==> config.mk <==
export PLATFORM = sky130hd
export DESIGN_NAME = cpu_step_ctrl
export DESIGN_NICKNAME = d
export VERILOG_FILES = /design/src/rtl/cpu_step_ctrl_pkg.sv /design/src/rtl/cpu_step_ctrl_debounce.sv /design/src/rtl/cpu_step_ctrl.sv
export SDC_FILE = /design/constraint.sdc
export NUM_CORES = 1
export LEC_CHECK = 0
export ABC_AREA = 1
export BUFFER_PORTS_ARGS = -buffer_cell sky130_fd_sc_hd__clkbuf_2
export CAP_MARGIN = 5
export CORE_MARGIN = 5
export CORE_UTILIZATION = 59
export DETAILED_ROUTE_END_ITERATION = 8
export PLACE_DENSITY_LB_ADDON = 0.08
export SYNTH_ARGS = -nofsm -noshare
export SYNTH_HDL_FRONTEND = slang
export SYNTH_HIERARCHICAL = 1
export SYNTH_SLANG_ARGS = --single-unit
==> constraint.sdc <==
create_clock -name clk -period 1.82 [get_ports clk]
set_input_delay 0.364 -clock clk [delete_from_list [all_inputs] [get_ports clk]]
set_output_delay 0.364 -clock clk [all_outputs]
set_load 0.1 [all_outputs]
==> src/rtl/cpu_step_ctrl_pkg.sv <==
// Shared definitions for the CPU step controller: state encoding and default debounce length.
// The board top and the bench import this so both agree on the encoding.
package cpu_step_ctrl_pkg;

    typedef enum logic [1:0] {
        ST_RUN    = 2'd0,
        ST_PAUSE  = 2'd1,
        ST_STEP   = 2'd2,
        ST_HALTED = 2'd3
    } step_state_e;

    // 10 ms at 50 MHz
    localparam int unsigned DEB_CYCLES_DEF = 500000;

endpackage

==> src/rtl/cpu_step_ctrl_debounce.sv <==
// Pushbutton conditioner: 2-FF synchronizer, stability counter, debounced level and press pulse.
module btn_debounce
    import cpu_step_ctrl_pkg::*;
#(
    parameter int unsigned DEB_CYCLES = DEB_CYCLES_DEF
) (
    input  logic clk,
    input  logic rst_n,
    input  logic btn_raw,
    output logic level,
    output logic press
);

    localparam int unsigned CW = (DEB_CYCLES > 1) ? $clog2(DEB_CYCLES) : 1;
    localparam logic [CW-1:0] CNT_LAST = CW'(DEB_CYCLES - 1);

    logic          sync1_q, sync2_q;
    logic          level_q, level_d;
    logic          press_q, press_d;
    logic [CW-1:0] cnt_q, cnt_d;

    always_comb begin
        cnt_d   = cnt_q;
        level_d = level_q;
        press_d = 1'b0;
        if (sync2_q == level_q) begin
            cnt_d = '0;
        end else if (cnt_q == CNT_LAST) begin
            cnt_d   = '0;
            level_d = ~level_q;
            press_d = ~level_q;
        end else begin
            cnt_d = cnt_q + 1'b1;
        end
    end

    always_ff @(posedge clk or negedge rst_n) begin
        if (!rst_n) begin
            sync1_q <= 1'b0;
            sync2_q <= 1'b0;
            level_q <= 1'b0;
            press_q <= 1'b0;
            cnt_q   <= '0;
        end else begin
            sync1_q <= btn_raw;
            sync2_q <= sync1_q;
            level_q <= level_d;
            press_q <= press_d;
            cnt_q   <= cnt_d;
        end
    end

    assign level = level_q;
    assign press = press_q;

endmodule

==> src/rtl/cpu_step_ctrl.sv <==
// Turns the divided slow clock into a one-cycle cpu_en for the core, with run/pause/step/halt
// control from two pushbuttons and a count of issued enables.
//
// state   | meaning
// RUN     | every slow_clk rise issues one cpu_en
// PAUSE   | no enables; waiting for mode (run) or step press
// STEP    | one enable pending on the next slow_clk rise, then back to PAUSE
// HALTED  | core requested halt; only a mode press (to PAUSE) leaves
module cpu_step_ctrl
    import cpu_step_ctrl_pkg::*;
#(
    parameter int unsigned DEB_CYCLES    = DEB_CYCLES_DEF,
    parameter int unsigned CNT_W         = 32,
    parameter bit          START_RUNNING = 1'b1
) (
    input  logic             clk,
    input  logic             rst_n,
    input  logic             slow_clk,
    input  logic             btn_mode,
    input  logic             btn_step,
    input  logic             halt,
    output logic             cpu_en,
    output logic             running,
    output logic [CNT_W-1:0] cycle_count
);

    localparam step_state_e RESET_STATE = START_RUNNING ? ST_RUN : ST_PAUSE;

    step_state_e      state_q, state_d;
    logic             cpu_en_q, cpu_en_d;
    logic             running_q;
    logic [CNT_W-1:0] count_q;
    logic             slow_s1_q, slow_s2_q, slow_prev_q;
    logic             tick;
    logic             mode_level, mode_pulse, step_level, step_pulse;
    logic             mode_press, step_press;

    btn_debounce #(.DEB_CYCLES(DEB_CYCLES)) u_deb_mode (
        .clk     (clk),
        .rst_n   (rst_n),
        .btn_raw (btn_mode),
        .level   (mode_level),
        .press   (mode_pulse)
    );

    btn_debounce #(.DEB_CYCLES(DEB_CYCLES)) u_deb_step (
        .clk     (clk),
        .rst_n   (rst_n),
        .btn_raw (btn_step),
        .level   (step_level),
        .press   (step_pulse)
    );

    // A press pulse always coincides with the debounced level being high.
    assign mode_press = mode_pulse & mode_level;
    assign step_press = step_pulse & step_level;

    // Sync flops reset high so a slow_clk already high at reset release gives no tick.
    assign tick = slow_s2_q & ~slow_prev_q;

    always_comb begin
        state_d  = state_q;
        cpu_en_d = 1'b0;
        unique case (state_q)
            ST_RUN: begin
                if (halt)            state_d = ST_HALTED;
                else if (mode_press) state_d = ST_PAUSE;
                else                 cpu_en_d = tick;
            end
            ST_PAUSE: begin
                if (mode_press)      state_d = ST_RUN;
                else if (step_press) state_d = ST_STEP;
            end
            ST_STEP: begin
                if (tick) begin
                    cpu_en_d = 1'b1;
                    state_d  = mode_press ? ST_RUN : ST_PAUSE;
                end else if (mode_press) begin
                    state_d = ST_RUN;
                end
            end
            ST_HALTED: begin
                if (mode_press)      state_d = ST_PAUSE;
            end
            default:                 state_d = RESET_STATE;
        endcase
    end

    always_ff @(posedge clk or negedge rst_n) begin
        if (!rst_n) begin
            slow_s1_q   <= 1'b1;
            slow_s2_q   <= 1'b1;
            slow_prev_q <= 1'b1;
            state_q     <= RESET_STATE;
            running_q   <= START_RUNNING;
            cpu_en_q    <= 1'b0;
            count_q     <= '0;
        end else begin
            slow_s1_q   <= slow_clk;
            slow_s2_q   <= slow_s1_q;
            slow_prev_q <= slow_s2_q;
            state_q     <= state_d;
            running_q   <= (state_d == ST_RUN);
            cpu_en_q    <= cpu_en_d;
            if (cpu_en_q) count_q <= count_q + 1'b1;
        end
    end

    assign cpu_en      = cpu_en_q;
    assign running     = running_q;
    assign cycle_count = count_q;

endmodule

==> results of run 1 <==
-- final cells by class --
cell class / count / area share, %
Timing Repair Buffer: 42 / 4.75
Multi-Input combinational cell: 377 / 40.7
Sequential cell: 85 / 43.8
Tap cell: 99 / 2.50
Clock buffer: 9 / 2.50
Clock inverter: 7 / 1.16
Inverter: 60 / 4.65
-- worst paths after layout --
| kind | startpoint | end | depth (start not counted) |
|---|---|---|---|
| min in group asynchronous | rst_n | u_deb_mode/cnt_q[6] | 2 |
| setup reg to reg | cycle_count[0] | cycle_count[24] | 9 |
| max in group asynchronous | rst_n | u_deb_mode/cnt_q[10] | 3 |
| hold / removal | slow_clk | slow_s1_q | 1 |
| setup / recovery | running | running | 1 |
| hold reg to reg | u_deb_mode/sync1_q | u_deb_mode/sync2_q | 0 |
-- flip-flops by register name, indices dropped and copies added (netlist names) --
register            flops
cpu_en                  1
cycle_count            32
running                 1
slow_prev_q             1
slow_s1_q               1
slow_s2_q               1
state_q                 2
u_deb_mode/cnt_q       19
u_deb_mode/level        1
u_deb_mode/press        1
u_deb_mode/sync1_q      1
u_deb_mode/sync2_q      1
u_deb_step/cnt_q       19
u_deb_step/level        1
u_deb_step/press        1
u_deb_step/sync1_q      1
u_deb_step/sync2_q      1
-- per-layer routing --
| metal | wire, µm | GRT usage, % | vias to the layer above |
|---|---|---|---|
| met4 | 136 | 6.64 | 0 |
| li1 | - | - | 1734 |
| met1 | 3840 | 26.2 | 1609 |
| met3 | 338 | 6.10 | 15 |
| met5 | 0 | 0 | - |
| met2 | 4180 | 33.4 | 62 |
-- cells by family after synthesis --
kind of cell	Yosys count	synth area share, %
AOI/OAI and AO/OA	23	2.80
adders and majority gates	3	0.856
buffers and inverters	61	5.50
DFF	85	48.6
and+or+nand+nor	310	33.5
xor gates and xnor gates	41	8.70
-- Yosys cell counts (3+ instances only) --
library cell / count / area (µm²)
sky130_fd_sc_hd__nand2_2: 10 / 62.6
sky130_fd_sc_hd__xor2_1: 22 / 193
sky130_fd_sc_hd__inv_1: 56 / 210
sky130_fd_sc_hd__nand3_1: 36 / 180
sky130_fd_sc_hd__a21oi_1: 8 / 40.0
sky130_fd_sc_hd__xor2_2: 3 / 48.8
sky130_fd_sc_hd__nand2_1: 118 / 443
sky130_fd_sc_hd__o21ai_0: 5 / 25.0
sky130_fd_sc_hd__nor3b_2: 5 / 62.6
sky130_fd_sc_hd__nand4_1: 10 / 62.6
sky130_fd_sc_hd__nor2_1: 90 / 338
sky130_fd_sc_hd__ha_1: 3 / 37.5
sky130_fd_sc_hd__nor3_1: 8 / 40.0
sky130_fd_sc_hd__nor2_4: 10 / 113
sky130_fd_sc_hd__nand2_4: 3 / 33.8
sky130_fd_sc_hd__nor2_2: 11 / 68.8
sky130_fd_sc_hd__o21ai_1: 7 / 35.0
sky130_fd_sc_hd__dfrtp_1: 81 / 2030
sky130_fd_sc_hd__xnor2_1: 16 / 140
sky130_fd_sc_hd__dfstp_2: 4 / 105
-- power groups by stage --
stage	clock [µW]	sequential (µW)	combinational (µW)
2_1_floorplan	0	1950	42.5
3_3_place_gp	0	1960	101
3_5_place_dp	0	1960	103
4_1_cts	1270	1920	104
5_1_grt	1360	1920	120
6_report	1230	1920	99.6
-- stage by stage --
stage	std cells	hold WS (ns)	worst slack [ns]	total power, µW	instance area [µm²]
final	679	0.0745	0.123	3250	4950
after global routing	679	0.0517	0.0616	3400	4950
after CTS	679	0.0592	0.0994	3290	4950
after detailed placement	662	0.337	0.244	2060	4760
after global placement	662	0.333	0.304	2060	4760
after floorplan	523	0.0684	0.0280	2000	4420
==> results.md, run 1 <==
| Stage | Quantity | This run |
|---|---|---|
| run status | Result of the run | complete, no violations |
| power and ir drop | Net switching share of the total power | 24.6% |
| layout | Area growth, synth to finish | 12.9% |
| layout | Util after Layout | 68.3% |
| layout | Net count, final | 584 |
| layout | Number of filler cells placed in the layout | 588 |
| clock network | Clk pin slew, worst setup/hold paths | 0.09 ns |
| routing | Number of DRC markers after the initial detailed-route iteration | 114 |
| worst setup path | Worst endpoint required time | 1.46 ns |
| worst setup path | Worst path arrival time | 1.33 ns |
| global routing | Final global-route overflow total | 0 |
| timing | Final hold viol count | 0 |
| routing | Antenna-violating nets left | 0 |
| power and ir drop | Comb power frac | 3.1% |
| routing | Count of vias placed by the detailed router | 3420 |
| worst setup path | Worst-path cell chain | clkbuf_2 |
| timing | Fraction of the cycle the final worst path needs | 93.3% |
| clock network | TritonCTS clock tree | built |
| timing | Actual slew at the worst max-slew pin | 0.550 ns |
| layout | Commonest cells after routing, fill and taps aside | sky130_fd_sc_hd__nand2_1, sky130_fd_sc_hd__nor2_1, sky130_fd_sc_hd__dfrtp_1 |
| routing | DRC Markers | 0 |
| die | Placeable core region | 7250 µm² |
| worst setup path | Category of the most critical setup path | flip-flop to output port |
| power and ir drop | Clock Power Share | 37.9% |
| worst setup path | Critical Path Start Type | flip-flop |
| synth | Post-synth EDFFs | 0 |
| placed design | Port Buffers | 39 |
| placed design | Final GP Congestion | 0.896 |
| clock network | Post-CTS Setup Repair Bufs | 0 |
| clock network | Hold bufs inserted after CTS | 1 |
| synth | Mean instance size in the synthesized netlist | 8.39 µm² |
| power and ir drop | Internal Power | 2450 µW |
| timing | RSZ-0062 raised after global routing | false |
| global routing | Wire length of the first global-routing pass | 14700 µm |
| routing | Mean routed wirelength per cell | 12.5 µm |
| clock network | Buffer type at the clock tree root | sky130_fd_sc_hd__clkbuf_8 |
| placed design | HPWL after detailed placement | 6500 µm |
| timing | Post-Route Skew | 0.00904 ns |
| worst setup path | Stage delay of the slowest cell on the critical path | 0.53 ns |
| die | Area enclosed by the die boundary | 9260 µm² |
| clock network | Sink count of the clock tree | 85 |
| timing | Highest Clock Rate | 0.589 GHz |
| power and ir drop | Leakage | 0.00225 µW |
| layout | Share of post-route cells with drive strength above 1 | 22.9% |
| routing | Final routed wirelength across all metal layers | 8490 µm |
| timing | Final TNS setup | 0 ns |
| min path | Type of the worst min-delay path | input port to flip-flop |
| die | Die outline height | 96.2 µm |
| synth | Netlist area before placement | 4390 µm² |
| synth | Most used flip-flop cell after synthesis | sky130_fd_sc_hd__dfrtp_1 |
| die | Effective utilization at floorplan | 60.5% |
| clock network | Resized Gates After CTS | 0 |
| worst setup path | Worst Path Max Fanout | 1 |
| timing | Max-slew headroom | 63.5% |
| synth | Fraction of registers with async set or reset after synthesis | 100% |
| synth | Yosys synthesis warning count | 6 |
| worst setup path | CP bufs+invs | 1 |
| power and ir drop | Largest vdd supply drop | 473 µV |
| layout | Total area of multi-input combinational cells | 2010 µm² |
| synth | Number of standard cells after synthesis | 523 |
| layout | Register cell area after layout | 2170 µm² |
| synth | Nets in the synthesized netlist | 532 |
| worst setup path | Cell class contributing the biggest share of worst-path delay | flip-flops |
| flow run | Max-cap violation count | 0 |
| worst setup path | Crit. End Element | output port |
| synth | Number of distinct library cells after synthesis | 30 |
| clock network | Max clock buf depth | 2 |
| global routing | Largest net degree at the start of global routing | 34 |
| timing | Count of final max-slew check failures | 0 |
| layout | Most common library cell in the layout ignoring fill and taps | sky130_fd_sc_hd__nand2_1 |
| timing | Shortest period the worst path allows | 1.70 ns |
| power and ir drop | Pwr/cell area | 656 nW/µm² |
| die | Number of rows created at floorplan | 31 |
| routing | DR pass1 iterations | 8 |
| clock network | Inserted Clock Buffers | 9 |
| clock network | Number of H-tree branching levels | 3 |
| power and ir drop | Switching power of the nets | 799 µW |
| global routing | Via count of the first global-routing pass | 3341 |
| worst setup path | Worst setup slack for register-to-register paths | 0.24 ns |
| clock network | Source-to-sink clock delay at the later pin of the worst-skew pair | 0.36 ns |
| die | Die width | 96.2 µm |
| die | I/O pins | 40 |
| power and ir drop | Sequential share of power | 59.1% |
| routing | Drt via density | 5.04 |
| timing | Final number of setup-violating endpoints | 0 |
| worst setup path | Slowest stage cell on the critical path | sky130_fd_sc_hd__dfstp_2 |
| synth | Share of synthesized area occupied by flip-flops and latches | 48.6% |
| layout | N_diodes | 0 |
| global routing | Antenna violations before repair | 0 |
| synth | Flop and latch count out of synthesis | 85 |
| global routing | Global routing usage summed across all routing layers | 20.5% |
No activity file was read; power rests on OpenSTA's default activity.
==> inputs of run 2 (changes only) <==
--- a/config.mk
+++ b/config.mk
@@ -8,11 +8,10 @@
 export ABC_AREA = 1
 export BUFFER_PORTS_ARGS = -buffer_cell sky130_fd_sc_hd__clkbuf_2
 export CAP_MARGIN = 5
-export CORE_MARGIN = 5
+export CORE_MARGIN = 2
 export CORE_UTILIZATION = 59
 export DETAILED_ROUTE_END_ITERATION = 8
 export PLACE_DENSITY_LB_ADDON = 0.08
 export SYNTH_ARGS = -nofsm -noshare
 export SYNTH_HDL_FRONTEND = slang
-export SYNTH_HIERARCHICAL = 1
 export SYNTH_SLANG_ARGS = --single-unit
==> results.md, run 2 <==
| Stage | Quantity | This run | Change |
|---|---|---|---|
| layout | Most common library cell in the layout ignoring fill and taps | sky130_fd_sc_hd__nand2_1 |  |
| timing | Highest Clock Rate | 0.584 GHz | -0.96% |
| synth | Most used flip-flop cell after synthesis | sky130_fd_sc_hd__dfrtp_1 |  |
| worst setup path | Cell class contributing the biggest share of worst-path delay | buffers and inverters |  |
| routing | Final routed wirelength across all metal layers | 8280 µm | -2.5% |
| layout | Share of post-route cells with drive strength above 1 | 17.0% | -5.9 points |
| min path | Min-Delay Startpoint | slow_clk |  |
| power and ir drop | Pwr/cell area | 712 nW/µm² | +8.5% |
| layout | Util after Layout | 68.8% | +0.49 points |
| flow run | Max-cap violation count | 0 | unchanged |
| clock network | Resized Gates After CTS | 0 | unchanged |
| clock network | Buffer type at the clock tree root | sky130_fd_sc_hd__clkbuf_8 |  |
| run status | Result of the run | complete, no violations |  |
| clock network | Post-CTS Setup Repair Bufs | 0 | unchanged |
| timing | Actual slew at the worst max-slew pin | 0.549 ns | -0.00104 ns |
| clock network | Inserted Clock Buffers | 9 | unchanged |
| die | Die width | 89.7 µm | -6.8% |
| worst setup path | Slowest stage cell on the critical path | sky130_fd_sc_hd__clkbuf_2 |  |
| die | Number of rows created at floorplan | 31 | unchanged |
| die | Die outline height | 89.7 µm | -6.8% |
| worst setup path | Worst endpoint required time | 1.46 ns | about the same |
| synth | Post-synth EDFFs | 0 | unchanged |
| timing | Fraction of the cycle the final worst path needs | 94.2% | +0.90 points |
| synth | Fraction of registers with async set or reset after synthesis | 100% | unchanged |
| routing | Mean routed wirelength per cell | 11.9 µm | -4.5% |
| synth | Top cell type by total area after synthesis | sky130_fd_sc_hd__dfrtp_1 |  |
| synth | Share of synthesized area occupied by flip-flops and latches | 49.2% | +0.65 points |
| synth | Cell with the most instances after synthesis | sky130_fd_sc_hd__nand2_1 |  |
| global routing | Largest net degree at the start of global routing | 31 | -8.8% |
| synth | Cell types with the largest area share after synthesis | sky130_fd_sc_hd__dfrtp_1, sky130_fd_sc_hd__nand2_1, sky130_fd_sc_hd__nor2_1 |  |
| worst setup path | Critical Path Start Type | flip-flop |  |
| synth | Ranking of synthesized cells by instance count | sky130_fd_sc_hd__nand2_1, sky130_fd_sc_hd__nor2_1, sky130_fd_sc_hd__dfrtp_1 |  |
| global routing | Wire length of the first global-routing pass | 14400 µm | -2.1% |
| die | I/O pins | 40 | unchanged |
| layout | Commonest cells after routing, fill and taps aside | sky130_fd_sc_hd__nand2_1, sky130_fd_sc_hd__nor2_1, sky130_fd_sc_hd__inv_1 |  |
| routing | Count of vias placed by the detailed router | 3472 | +1.5% |
| power and ir drop | Leakage | 0.00235 µW | +4.6% |
| clock network | Clk pin slew, worst setup/hold paths | 0.08 ns | about the same |
| timing | Final hold viol count | 0 | unchanged |
| timing | Count of final max-slew check failures | 0 | unchanged |
| global routing | Global routing usage summed across all routing layers | 23.2% | +2.7 points |
| layout | Area growth, synth to finish | 14.0% |  |
| timing | Final TNS setup | 0 ns | unchanged |
| layout | N_diodes | 0 | unchanged |
| timing | Post-Route Skew | 0.00863 ns | -0.000410 ns |
| layout | Net count, final | 598 | +2.4% |
| timing | Shortest period the worst path allows | 1.71 ns | +0.0164 ns |
| placed design | Port Buffers | 39 | unchanged |
| synth | Yosys synthesis warning count | 0 | -6 |
| clock network | Source-to-sink clock delay at the later pin of the worst-skew pair | 0.35 ns | about the same |
| clock network | Number of H-tree branching levels | 3 | unchanged |
| routing | DR pass1 iterations | 4 | -4 |
| worst setup path | Origin of the critical flop-to-flop path | u_deb_mode.cnt_q[0] |  |
| timing | Final number of setup-violating endpoints | 0 | unchanged |
| timing | Max-slew headroom | 63.5% | +0.069 points |
| clock network | Sink count of the clock tree | 85 | unchanged |
| global routing | Final global-route overflow total | 0 | unchanged |
| worst setup path | Critical path startpoint | cycle_count[19] |  |
| worst setup path | Worst-path cell chain | clkbuf_2 |  |
| die | Placeable core region | 7180 µm² | -1.1% |
| die | Effective utilization at floorplan | 60.3% | -0.15 points |
| synth | Area share of the largest cell type after synthesis | 46.8% | +0.61 points |
| synth | Nets in the synthesized netlist | 546 | +2.6% |
| layout | Number of filler cells placed in the layout | 586 | -0.34% |
| synth | Netlist area before placement | 4330 µm² | -1.3% |
| layout | Largest register FFs | 32 | unchanged |
| worst setup path | CP bufs+invs | 1 | unchanged |
| power and ir drop | Largest vdd supply drop | 529 µV | +12% |
| synth | Mean instance size in the synthesized netlist | 8.06 µm² | -3.9% |
| clock network | TritonCTS clock tree | built |  |
| routing | Antenna-violating nets left | 0 | unchanged |
| clock network | Max clock buf depth | 2 | unchanged |
| synth | Number of standard cells after synthesis | 537 | +2.7% |
| synth | Flop and latch count out of synthesis | 85 | unchanged |
| placed design | Final GP Congestion | 0.868 | -3.2% |
| synth | Number of distinct library cells after synthesis | 28 | -6.7% |
| global routing | Antenna violations before repair | 0 | unchanged |
| timing | Worst hold slack | 0.0942 ns | +0.0197 ns |
| timing | RSZ-0062 raised after global routing | false |  |
| worst setup path | Crit. End Element | output port |  |
| routing | Drt via density | 5.01 | -0.53% |
| worst setup path | Category of the most critical setup path | flip-flop to output port |  |
| worst setup path | Worst Path Max Fanout | 7 | +6 |
| routing | Number of DRC markers after the initial detailed-route iteration | 135 | +18% |
| global routing | Via count of the first global-routing pass | 3287 | -1.6% |
| placed design | HPWL after detailed placement | 6210 µm | -4.5% |
| min path | Type of the worst min-delay path | input port to flip-flop |  |
| worst setup path | Stage delay of the slowest cell on the critical path | 0.51 ns | -0.02 ns |
| routing | DRC Markers | 0 | unchanged |
| worst setup path | Worst path arrival time | 1.35 ns | +0.02 ns |
| die | Area enclosed by the die boundary | 8040 µm² | -13% |
## run 2: per-stage QoR
step	instance area (µm²)	instances	total power, µW	worst slack, ns
final	4930	693	3510	0.106
after global routing	4930	693	3650	0.0329
after CTS	4930	693	3550	0.0915
after detailed placement	4700	676	2050	0.251
after global placement	4700	676	2050	0.345
after floorplan	4350	537	1990	0.00831
## run 2: per-layer routing
metal,GRT usage [%],share of wire (%),vias to the layer above
met4,7.73,0.89,0
met3,4.94,4.2,5
met2,37.8,47,73
met1,31.0,48,1607
li1,-,-,1787
met5,0,0,-
## run 2: power breakdown
| part | leakage [µW] | internal (µW) | switching, µW | total [µW] |
|---|---|---|---|---|
| Clock | 0.000110 | 850 | 649 | 1500 |
| Sequential | 0.00111 | 1910 | 11.6 | 1920 |
| Combinational | 0.00113 | 28.0 | 66.4 | 94.4 |
| Total | 0.00235 | 2790 | 727 | 3510 |
## run 2: what timing repair did
action | 4_1_cts | 5_1_grt
hold endpoints to repair | 24 | 0
setup endpoints to repair | 0 | 0
hold buffers | 1 | 0
## run 2: path summary, 6_finish.rpt
| path | to | slack, ns | cells after the start |
|---|---|---|---|
| worst min register to register | u_deb_step.sync2_q | 0.35 | 0 |
| worst max-delay path | cycle_count[19] | 0.11 | 1 |
| worst min-delay path | slow_s1_q | 0.09 | 1 |
| min in group asynchronous | cycle_count[7] | 0.46 | 2 |
| max in group asynchronous | slow_s1_q | 0.75 | 3 |
| worst max register to register | u_deb_mode.cnt_q[14] | 0.22 | 8 |
## run 2: cell families after synthesis
group                    share of synthesized area (%)
AND/OR/NAND/NOR                                   32.6
flip-flops                                        49.2
multiplexers                                     0.260
adder cells (fa/ha/maj)                          0.867
buffers and inverters                             6.99
XOR/XNOR                                          7.86
AO/OA/AOI/OAI                                     2.14
## run 2: layout make-up
class	count	area (µm²)	share of cell area, %
clock inverters	3	67.6	1.37
repair buffers	44	250	5.07
multi-input cells	374	1890	38.4
clock buffers	13	159	3.22
well taps	99	124	2.51
flip-flops and latches	85	2160	43.7
inverters	75	282	5.71
